===== config.mk =====
export PLATFORM = sky130hd
export DESIGN_NAME = burst_line_port_flat
export DESIGN_NICKNAME = d
export VERILOG_FILES = /design/src/rtl/burst_line_port_if.sv /design/src/rtl/burst_line_port.sv /design/src/flat_wrapper.sv
export SDC_FILE = /design/constraint.sdc
export NUM_CORES = 2
export LEC_CHECK = 0
export ABC_CLOCK_PERIOD_IN_PS = 2900
export CAP_MARGIN = 0
export CORE_AREA = 2 2 262 264
export CTS_CLUSTER_SIZE = 10
export DETAILED_ROUTE_END_ITERATION = 7
export DIE_AREA = 0 0 264 266
export PLACE_DENSITY = 0.74
export SLEW_MARGIN = 40
export SYNTH_ARGS = -nofsm -noshare
export SYNTH_HDL_FRONTEND = slang
export SYNTH_SLANG_ARGS = --single-unit

===== constraint.sdc =====
create_clock -name clk -period 2.9 [get_ports clk]
set_clock_uncertainty 0.15 [all_clocks]
set_input_delay 0.29 -clock clk [delete_from_list [all_inputs] [get_ports clk]]
set_output_delay 0.29 -clock clk [all_outputs]
set_load 0.03 [all_outputs]

===== src/rtl/burst_line_port_if.sv =====
// Client request/response and burst RAM command signals
// for the cache line port.
interface burst_line_port_if #(
  parameter int DataBitWidth    = 64,
  parameter int AddressBitWidth = 4,
  parameter int BurstDataCount  = 4
);
  localparam int LineAddrBits =
    AddressBitWidth - $clog2(BurstDataCount);
  localparam int LineBits = DataBitWidth * BurstDataCount;

  logic                      req_valid;
  logic                      req_write;
  logic [LineAddrBits-1:0]   req_line_addr;
  logic [LineBits-1:0]       req_wr_line;
  logic                      req_ready;
  logic                      rsp_valid;
  logic                      rsp_error;
  logic [LineBits-1:0]       rsp_rd_line;

  logic                      cmd;
  logic                      cmd_en;
  logic [AddressBitWidth-1:0] addr;
  logic [DataBitWidth-1:0]   wr_data;
  logic [DataBitWidth/8-1:0] data_mask;
  logic [DataBitWidth-1:0]   rd_data;
  logic                      rd_data_valid;
  logic                      init_calib;
  logic                      busy;

  modport master (
    input  req_valid, req_write, req_line_addr, req_wr_line,
    output req_ready, rsp_valid, rsp_error, rsp_rd_line,
    output cmd, cmd_en, addr, wr_data, data_mask,
    input  rd_data, rd_data_valid, init_calib, busy
  );

  modport slave (
    output req_valid, req_write, req_line_addr, req_wr_line,
    input  req_ready, rsp_valid, rsp_error, rsp_rd_line,
    input  cmd, cmd_en, addr, wr_data, data_mask,
    output rd_data, rd_data_valid, init_calib, busy
  );
endinterface


===== src/rtl/burst_line_port.sv =====
// Moves whole cache lines to and from burst RAM, one
// request at a time, with a read timeout.
module burst_line_port #(
  parameter int DataBitWidth      = 64,
  parameter int AddressBitWidth   = 4,
  parameter int BurstDataCount    = 4,
  parameter int ReadTimeoutCycles = 64
) (
  input logic clk,
  input logic rst_n,
  burst_line_port_if.master bus
);
  localparam int WordSel  = $clog2(BurstDataCount);
  localparam int LineBits = DataBitWidth * BurstDataCount;
  localparam int CW       = WordSel + 1;
  localparam int TW       = $clog2(ReadTimeoutCycles + 1);

  localparam logic [CW-1:0] WEnd =
    CW'(BurstDataCount);
  localparam logic [WordSel-1:0] RLast =
    WordSel'(BurstDataCount - 1);
  localparam logic [TW-1:0] TLast =
    TW'(ReadTimeoutCycles - 1);

  typedef enum logic [1:0] {
    WaitCalib,
    Idle,
    WriteBurst,
    ReadWait
  } state_t;

  state_t              state;
  logic [LineBits-1:0] wr_line;
  logic [LineBits-1:0] rd_line;
  logic [CW-1:0]       wr_idx;
  logic [WordSel-1:0]  rd_idx;
  logic [TW-1:0]       tmo;
  logic                accept;
  logic                rd_last;

  assign bus.req_ready = (state == Idle)
                       && bus.init_calib
                       && !bus.busy;
  assign accept    = bus.req_valid && bus.req_ready;
  assign rd_last   = bus.rd_data_valid && (rd_idx == RLast);
  assign bus.data_mask = '0;

  always_ff @(posedge clk) begin
    if (!rst_n) begin
      state           <= WaitCalib;
      bus.cmd_en      <= 1'b0;
      bus.cmd         <= 1'b0;
      bus.addr        <= '0;
      bus.wr_data     <= '0;
      bus.rsp_valid   <= 1'b0;
      bus.rsp_error   <= 1'b0;
      bus.rsp_rd_line <= '0;
      wr_line         <= '0;
      rd_line         <= '0;
      wr_idx          <= '0;
      rd_idx          <= '0;
      tmo             <= '0;
    end else begin
      bus.cmd_en    <= 1'b0;
      bus.rsp_valid <= 1'b0;
      bus.rsp_error <= 1'b0;
      unique case (state)
        WaitCalib: begin
          if (bus.init_calib) state <= Idle;
        end
        Idle: begin
          if (!bus.init_calib) begin
            state <= WaitCalib;
          end else if (accept) begin
            bus.cmd_en <= 1'b1;
            bus.cmd    <= bus.req_write;
            bus.addr   <= {bus.req_line_addr,
                           {WordSel{1'b0}}};
            wr_line    <= bus.req_wr_line;
            if (bus.req_write) begin
              bus.wr_data <=
                bus.req_wr_line[DataBitWidth-1:0];
              wr_idx <= CW'(1);
              state  <= WriteBurst;
            end else begin
              rd_idx <= '0;
              tmo    <= '0;
              state  <= ReadWait;
            end
          end
        end
        WriteBurst: begin
          if (wr_idx == WEnd) begin
            bus.rsp_valid <= 1'b1;
            state         <= Idle;
          end else begin
            bus.wr_data <= wr_line[int'(wr_idx)*DataBitWidth
                                   +: DataBitWidth];
            wr_idx <= wr_idx + CW'(1);
          end
        end
        ReadWait: begin
          tmo <= tmo + TW'(1);
          if (bus.rd_data_valid) begin
            rd_line[int'(rd_idx)*DataBitWidth
                    +: DataBitWidth] <= bus.rd_data;
            rd_idx <= rd_idx + WordSel'(1);
          end
          // a last word landing on the timeout cycle still completes
          if (rd_last) begin
            bus.rsp_valid   <= 1'b1;
            bus.rsp_rd_line <= {bus.rd_data,
              rd_line[LineBits-DataBitWidth-1:0]};
            state <= Idle;
          end else if (tmo == TLast) begin
            bus.rsp_valid <= 1'b1;
            bus.rsp_error <= 1'b1;
            state         <= Idle;
          end
        end
        default: state <= WaitCalib;
      endcase
    end
  end
endmodule

===== src/flat_wrapper.sv =====
// flat-port wrapper written by rule: the top's interface ports become plain ports
module burst_line_port_flat 
#(
  parameter int DataBitWidth      = 64,
  parameter int AddressBitWidth   = 4,
  parameter int BurstDataCount    = 4,
  parameter int ReadTimeoutCycles = 64
)
  (clk, rst_n, bus_req_valid, bus_req_write, bus_req_line_addr, bus_req_wr_line, bus_req_ready, bus_rsp_valid, bus_rsp_error, bus_rsp_rd_line, bus_cmd, bus_cmd_en, bus_addr, bus_wr_data, bus_data_mask, bus_rd_data, bus_rd_data_valid, bus_init_calib, bus_busy);
  burst_line_port_if #(.DataBitWidth(DataBitWidth), .AddressBitWidth(AddressBitWidth), .BurstDataCount(BurstDataCount)) bus_i ();
  input logic clk;
  input logic rst_n;
  input wire logic [$bits(bus_i.req_valid)-1:0] bus_req_valid;
  input wire logic [$bits(bus_i.req_write)-1:0] bus_req_write;
  input wire logic [$bits(bus_i.req_line_addr)-1:0] bus_req_line_addr;
  input wire logic [$bits(bus_i.req_wr_line)-1:0] bus_req_wr_line;
  output wire logic [$bits(bus_i.req_ready)-1:0] bus_req_ready;
  output wire logic [$bits(bus_i.rsp_valid)-1:0] bus_rsp_valid;
  output wire logic [$bits(bus_i.rsp_error)-1:0] bus_rsp_error;
  output wire logic [$bits(bus_i.rsp_rd_line)-1:0] bus_rsp_rd_line;
  output wire logic [$bits(bus_i.cmd)-1:0] bus_cmd;
  output wire logic [$bits(bus_i.cmd_en)-1:0] bus_cmd_en;
  output wire logic [$bits(bus_i.addr)-1:0] bus_addr;
  output wire logic [$bits(bus_i.wr_data)-1:0] bus_wr_data;
  output wire logic [$bits(bus_i.data_mask)-1:0] bus_data_mask;
  input wire logic [$bits(bus_i.rd_data)-1:0] bus_rd_data;
  input wire logic [$bits(bus_i.rd_data_valid)-1:0] bus_rd_data_valid;
  input wire logic [$bits(bus_i.init_calib)-1:0] bus_init_calib;
  input wire logic [$bits(bus_i.busy)-1:0] bus_busy;
  assign bus_i.req_valid = bus_req_valid;
  assign bus_i.req_write = bus_req_write;
  assign bus_i.req_line_addr = bus_req_line_addr;
  assign bus_i.req_wr_line = bus_req_wr_line;
  assign bus_req_ready = bus_i.req_ready;
  assign bus_rsp_valid = bus_i.rsp_valid;
  assign bus_rsp_error = bus_i.rsp_error;
  assign bus_rsp_rd_line = bus_i.rsp_rd_line;
  assign bus_cmd = bus_i.cmd;
  assign bus_cmd_en = bus_i.cmd_en;
  assign bus_addr = bus_i.addr;
  assign bus_wr_data = bus_i.wr_data;
  assign bus_data_mask = bus_i.data_mask;
  assign bus_i.rd_data = bus_rd_data;
  assign bus_i.rd_data_valid = bus_rd_data_valid;
  assign bus_i.init_calib = bus_init_calib;
  assign bus_i.busy = bus_busy;
  burst_line_port #(.DataBitWidth(DataBitWidth), .AddressBitWidth(AddressBitWidth), .BurstDataCount(BurstDataCount), .ReadTimeoutCycles(ReadTimeoutCycles)) u_core (.clk(clk), .rst_n(rst_n), .bus(bus_i));
endmodule

==> impl_metrics.env <==
export IMPL_yosys_area_share_simple_pct=19.53
export IMPL_grt_pass1_vias=25910
export IMPL_p_per_area_mw_per_mm2=566.1
export IMPL_synthArstFlopShare_pct=0
export IMPL_syn_area_mm2=0.03159
export IMPL_synth_xor_area_share_pct=0.02773
export IMPL_p_comb_share_pct=9.3
export IMPL_cp_max_fo=13
export IMPL_crit_chain="nand3b_1 -> nor2_1 -> dlymetal6s2s_1"
export IMPL_die_area_mm2=0.07022
export IMPL_area_delta_synth_final_pct=30.90
export IMPL_drv_cap=0
export IMPL_num_vias=27410
export IMPL_ys_ff_latch=788
export IMPL_maxSlewHeadroom_pct=47.24
export IMPL_start_kind="register"
export IMPL_power_leakage_nw=13.38
export IMPL_hold_viol=0
export IMPL_layout_worst_path_cycle_share_pct=86.76
export IMPL_drtIter0Drc=2156
export IMPL_setup_violations=0
export IMPL_cts_buffers=90
export IMPL_synth_area_mux_share_pct=4.563
export IMPL_place_congestion=0.8728
export IMPL_maxSlewViolCount=0
export IMPL_hold_class="input port to register"
export IMPL_whs_ns=0.04682
export IMPL_start_util_pct=46.62
export IMPL_cts_root_buf="clkbuf_16"
export IMPL_io_pins=666
export IMPL_synth_cell_types=45
export IMPL_mostFrequentLayoutCell="nand2_1"
export IMPL_stdcell_count=5065
export IMPL_finalSetupTns_ns=0
export IMPL_seqPwrFrac_pct=47.8
export IMPL_postCtsSetupBuffers=0
export IMPL_max_freq_mhz=397.5
export IMPL_end_kind="output port"
export IMPL_preCtsSetupSlack_ns=0.4193
export IMPL_path_delay_family="flip-flops"
export IMPL_cts_sinks=788
export IMPL_synth_fa_ha_area_share_pct=0.3169
export IMPL_clkTransAtPathRegs_ns=0.05
export IMPL_synthFlopType="dfxtp_1"
export IMPL_rows=96
export IMPL_die_x_um=264
export IMPL_synth_edf_count=0
export IMPL_tightest_slew_ns=0.7914
export IMPL_period_minus_slack_ns=2.516
export IMPL_track_usage_pct=26.87
export IMPL_drcViolationCount=0
export IMPL_antenna_left=0
export IMPL_max_vdd_ir_drop_uv=392.5
export IMPL_drive_above_1_share_pct=6.171
export IMPL_placedCellCount=4953
export IMPL_crit_path_top_delay_cell="dfxtp_1"
export IMPL_portBuffers=655
export IMPL_grt_pass1_wl_um=150100
export IMPL_cp_arrival_ns=2.08
export IMPL_path_buf_inv=1
export IMPL_cp_num_cells=3
export IMPL_synth_compound_area_share_pct=20.77
export IMPL_cp_slowest_stage_delay_ns=0.60
export IMPL_routedWlPerCell_um=19.23
export IMPL_via_per_inst=5.411
export IMPL_die_y_um=266
export IMPL_grt_ovfl_total=0
export IMPL_worstPathRequired_ns=2.46
export IMPL_synth_top_family_by_area="compound AO/OA/AOI/OAI gates"
export IMPL_switchingPower_w=0.005641
export IMPL_postSynthCellCount=3659
export IMPL_yosysSeqAreaShare_pct=49.94
export IMPL_status="complete, no violations"
export IMPL_dr_pass1_iters=5
export IMPL_worstSetupPathType="register to output port"
export IMPL_min_path_cells=3
export IMPL_r2r_setup_slack_ns=0.57
export IMPL_swShare_pct=24.10
export IMPL_power_clock_fraction_pct=42.9
export IMPL_cts_max_path_buffers=3
export IMPL_layout_common_cells="nand2_1, dfxtp_1, a21boi_0"
export IMPL_wl_um=97420
export IMPL_rsz0062_at_grt="false"
export IMPL_p_int_w=0.01776
export IMPL_cts_tree="done"
export IMPL_fin_ws_ns=0.3840
export IMPL_grt_max_degree=137
export IMPL_clk_latency_ns=0.64
export IMPL_antenna_found_initial=6
export IMPL_coreArea_mm2=0.06775
export IMPL_yosysWarningCount=0
export IMPL_avgSynthCellArea_um2=8.632
export IMPL_htree_levels=3
export IMPL_rr_worst_depth=5
export IMPL_fin_nets=4501
export IMPL_place_hpwl_um=64010
what timing repair did:
item,CTS,global route
setup endpoints to repair,0,1
endpoints found under the hold margin,42,0
hold buffers,1,0
resized for setup,0,1
sequential cells by signal, indices dropped and copies added (netlist names):
name,cells
u_core.bus.rsp_valid,1
u_core.rd_line,192
u_core.bus.cmd,1
u_core.wr_line,256
u_core.bus.cmd_en,1
u_core.bus.wr_data,64
u_core.wr_idx,3
u_core.tmo,7
u_core.bus.addr,2
u_core.bus.rsp_error,1
u_core.rd_idx,2
u_core.state,2
u_core.bus.rsp_rd_line,256
power by group through the flow:
stage / sequential [W] / combinational (W) / clock, W
2_1_floorplan: 0.0116 / 0.000854 / 0
3_3_place_gp: 0.0114 / 0.00215 / 0
3_5_place_dp: 0.0114 / 0.00217 / 0
4_1_cts: 0.0112 / 0.00217 / 0.0102
5_1_grt: 0.0112 / 0.00230 / 0.0107
6_report: 0.0112 / 0.00217 / 0.0100
cell type report:
class | count | area (µm²)
Antenna cell | 2 | 5.005
Clock buffer | 102 | 2360
Clock inverter | 7 | 132.6
Fill cell | 5901 | 26400
Inverter | 4 | 15.01
Multi-Input combinational cell | 2553 | 14380
Sequential cell | 788 | 15780
Tap cell | 882 | 1104
Timing Repair Buffer | 727 | 7570
metrics by stage:
step | area, µm² | util (%) | total power [W]
6_report | 41350 | 61.03 | 0.02340
4_1_cts | 41340 | 61.02 | 0.02360
3_3_place_gp | 38840 | 57.33 | 0.01357
3_5_place_dp | 38840 | 57.33 | 0.01358
5_1_grt | 41350 | 61.03 | 0.02418
2_1_floorplan | 31620 | - | 0.01243
kinds of logic after synthesis:
family,after synthesis
AND/OR/NAND/NOR,1541
XOR/XNOR,1
adder cells (fa/ha/maj),8
multiplexers,64
buffers and inverters,327
flip-flops,788
AO/OA/AOI/OAI,929
other,1
per-layer routing:
metal | share of wire, % | up-vias | track usage (%)
met2 | 48 | 983 | 44.50
li1 | - | 13190 | -
met1 | 42 | 13060 | 34.76
met4 | 2.5 | 8 | 7.755
met3 | 8.1 | 161 | 6.691
met5 | 0.060 | - | 0
cells in the mapped netlist, drive strengths merged, types with 3 or more instances:
library cell	number	share of area, %
dfxtp	788	50
ha	8	0.32
nand3b	3	0.071
nor2	13	0.16
mux4	64	4.6
and3	6	0.12
buf	175	3.0
inv	4	0.048
nand2b	4	0.079
a21boi	711	17
nor2b	7	0.14
a31oi	64	1.3
nor3b	4	0.095
a21oi	4	0.063
clkbuf	148	1.8
nand2	1293	15
o21ai	136	2.2
nand3	198	3.2
and2	4	0.079
worst min-delay path: cells and delay by family:
kind	cells	cell delay, ns
AO/OA/AOI/OAI	1	0.05
buffers and inverters	1	0.39
AND/OR/NAND/NOR	1	0.05
path summary, 6_finish.rpt:
kind                        from                    endpoint
max reg2reg      u_core.state[1]         u_core.rd_line[136]
min          bus_req_wr_line[95]          u_core.wr_line[95]
max              u_core.state[0]               bus_req_ready
min reg2reg   u_core.rd_line[42]  u_core.bus.rsp_rd_line[42]
(Power assumes the default switching activity.)
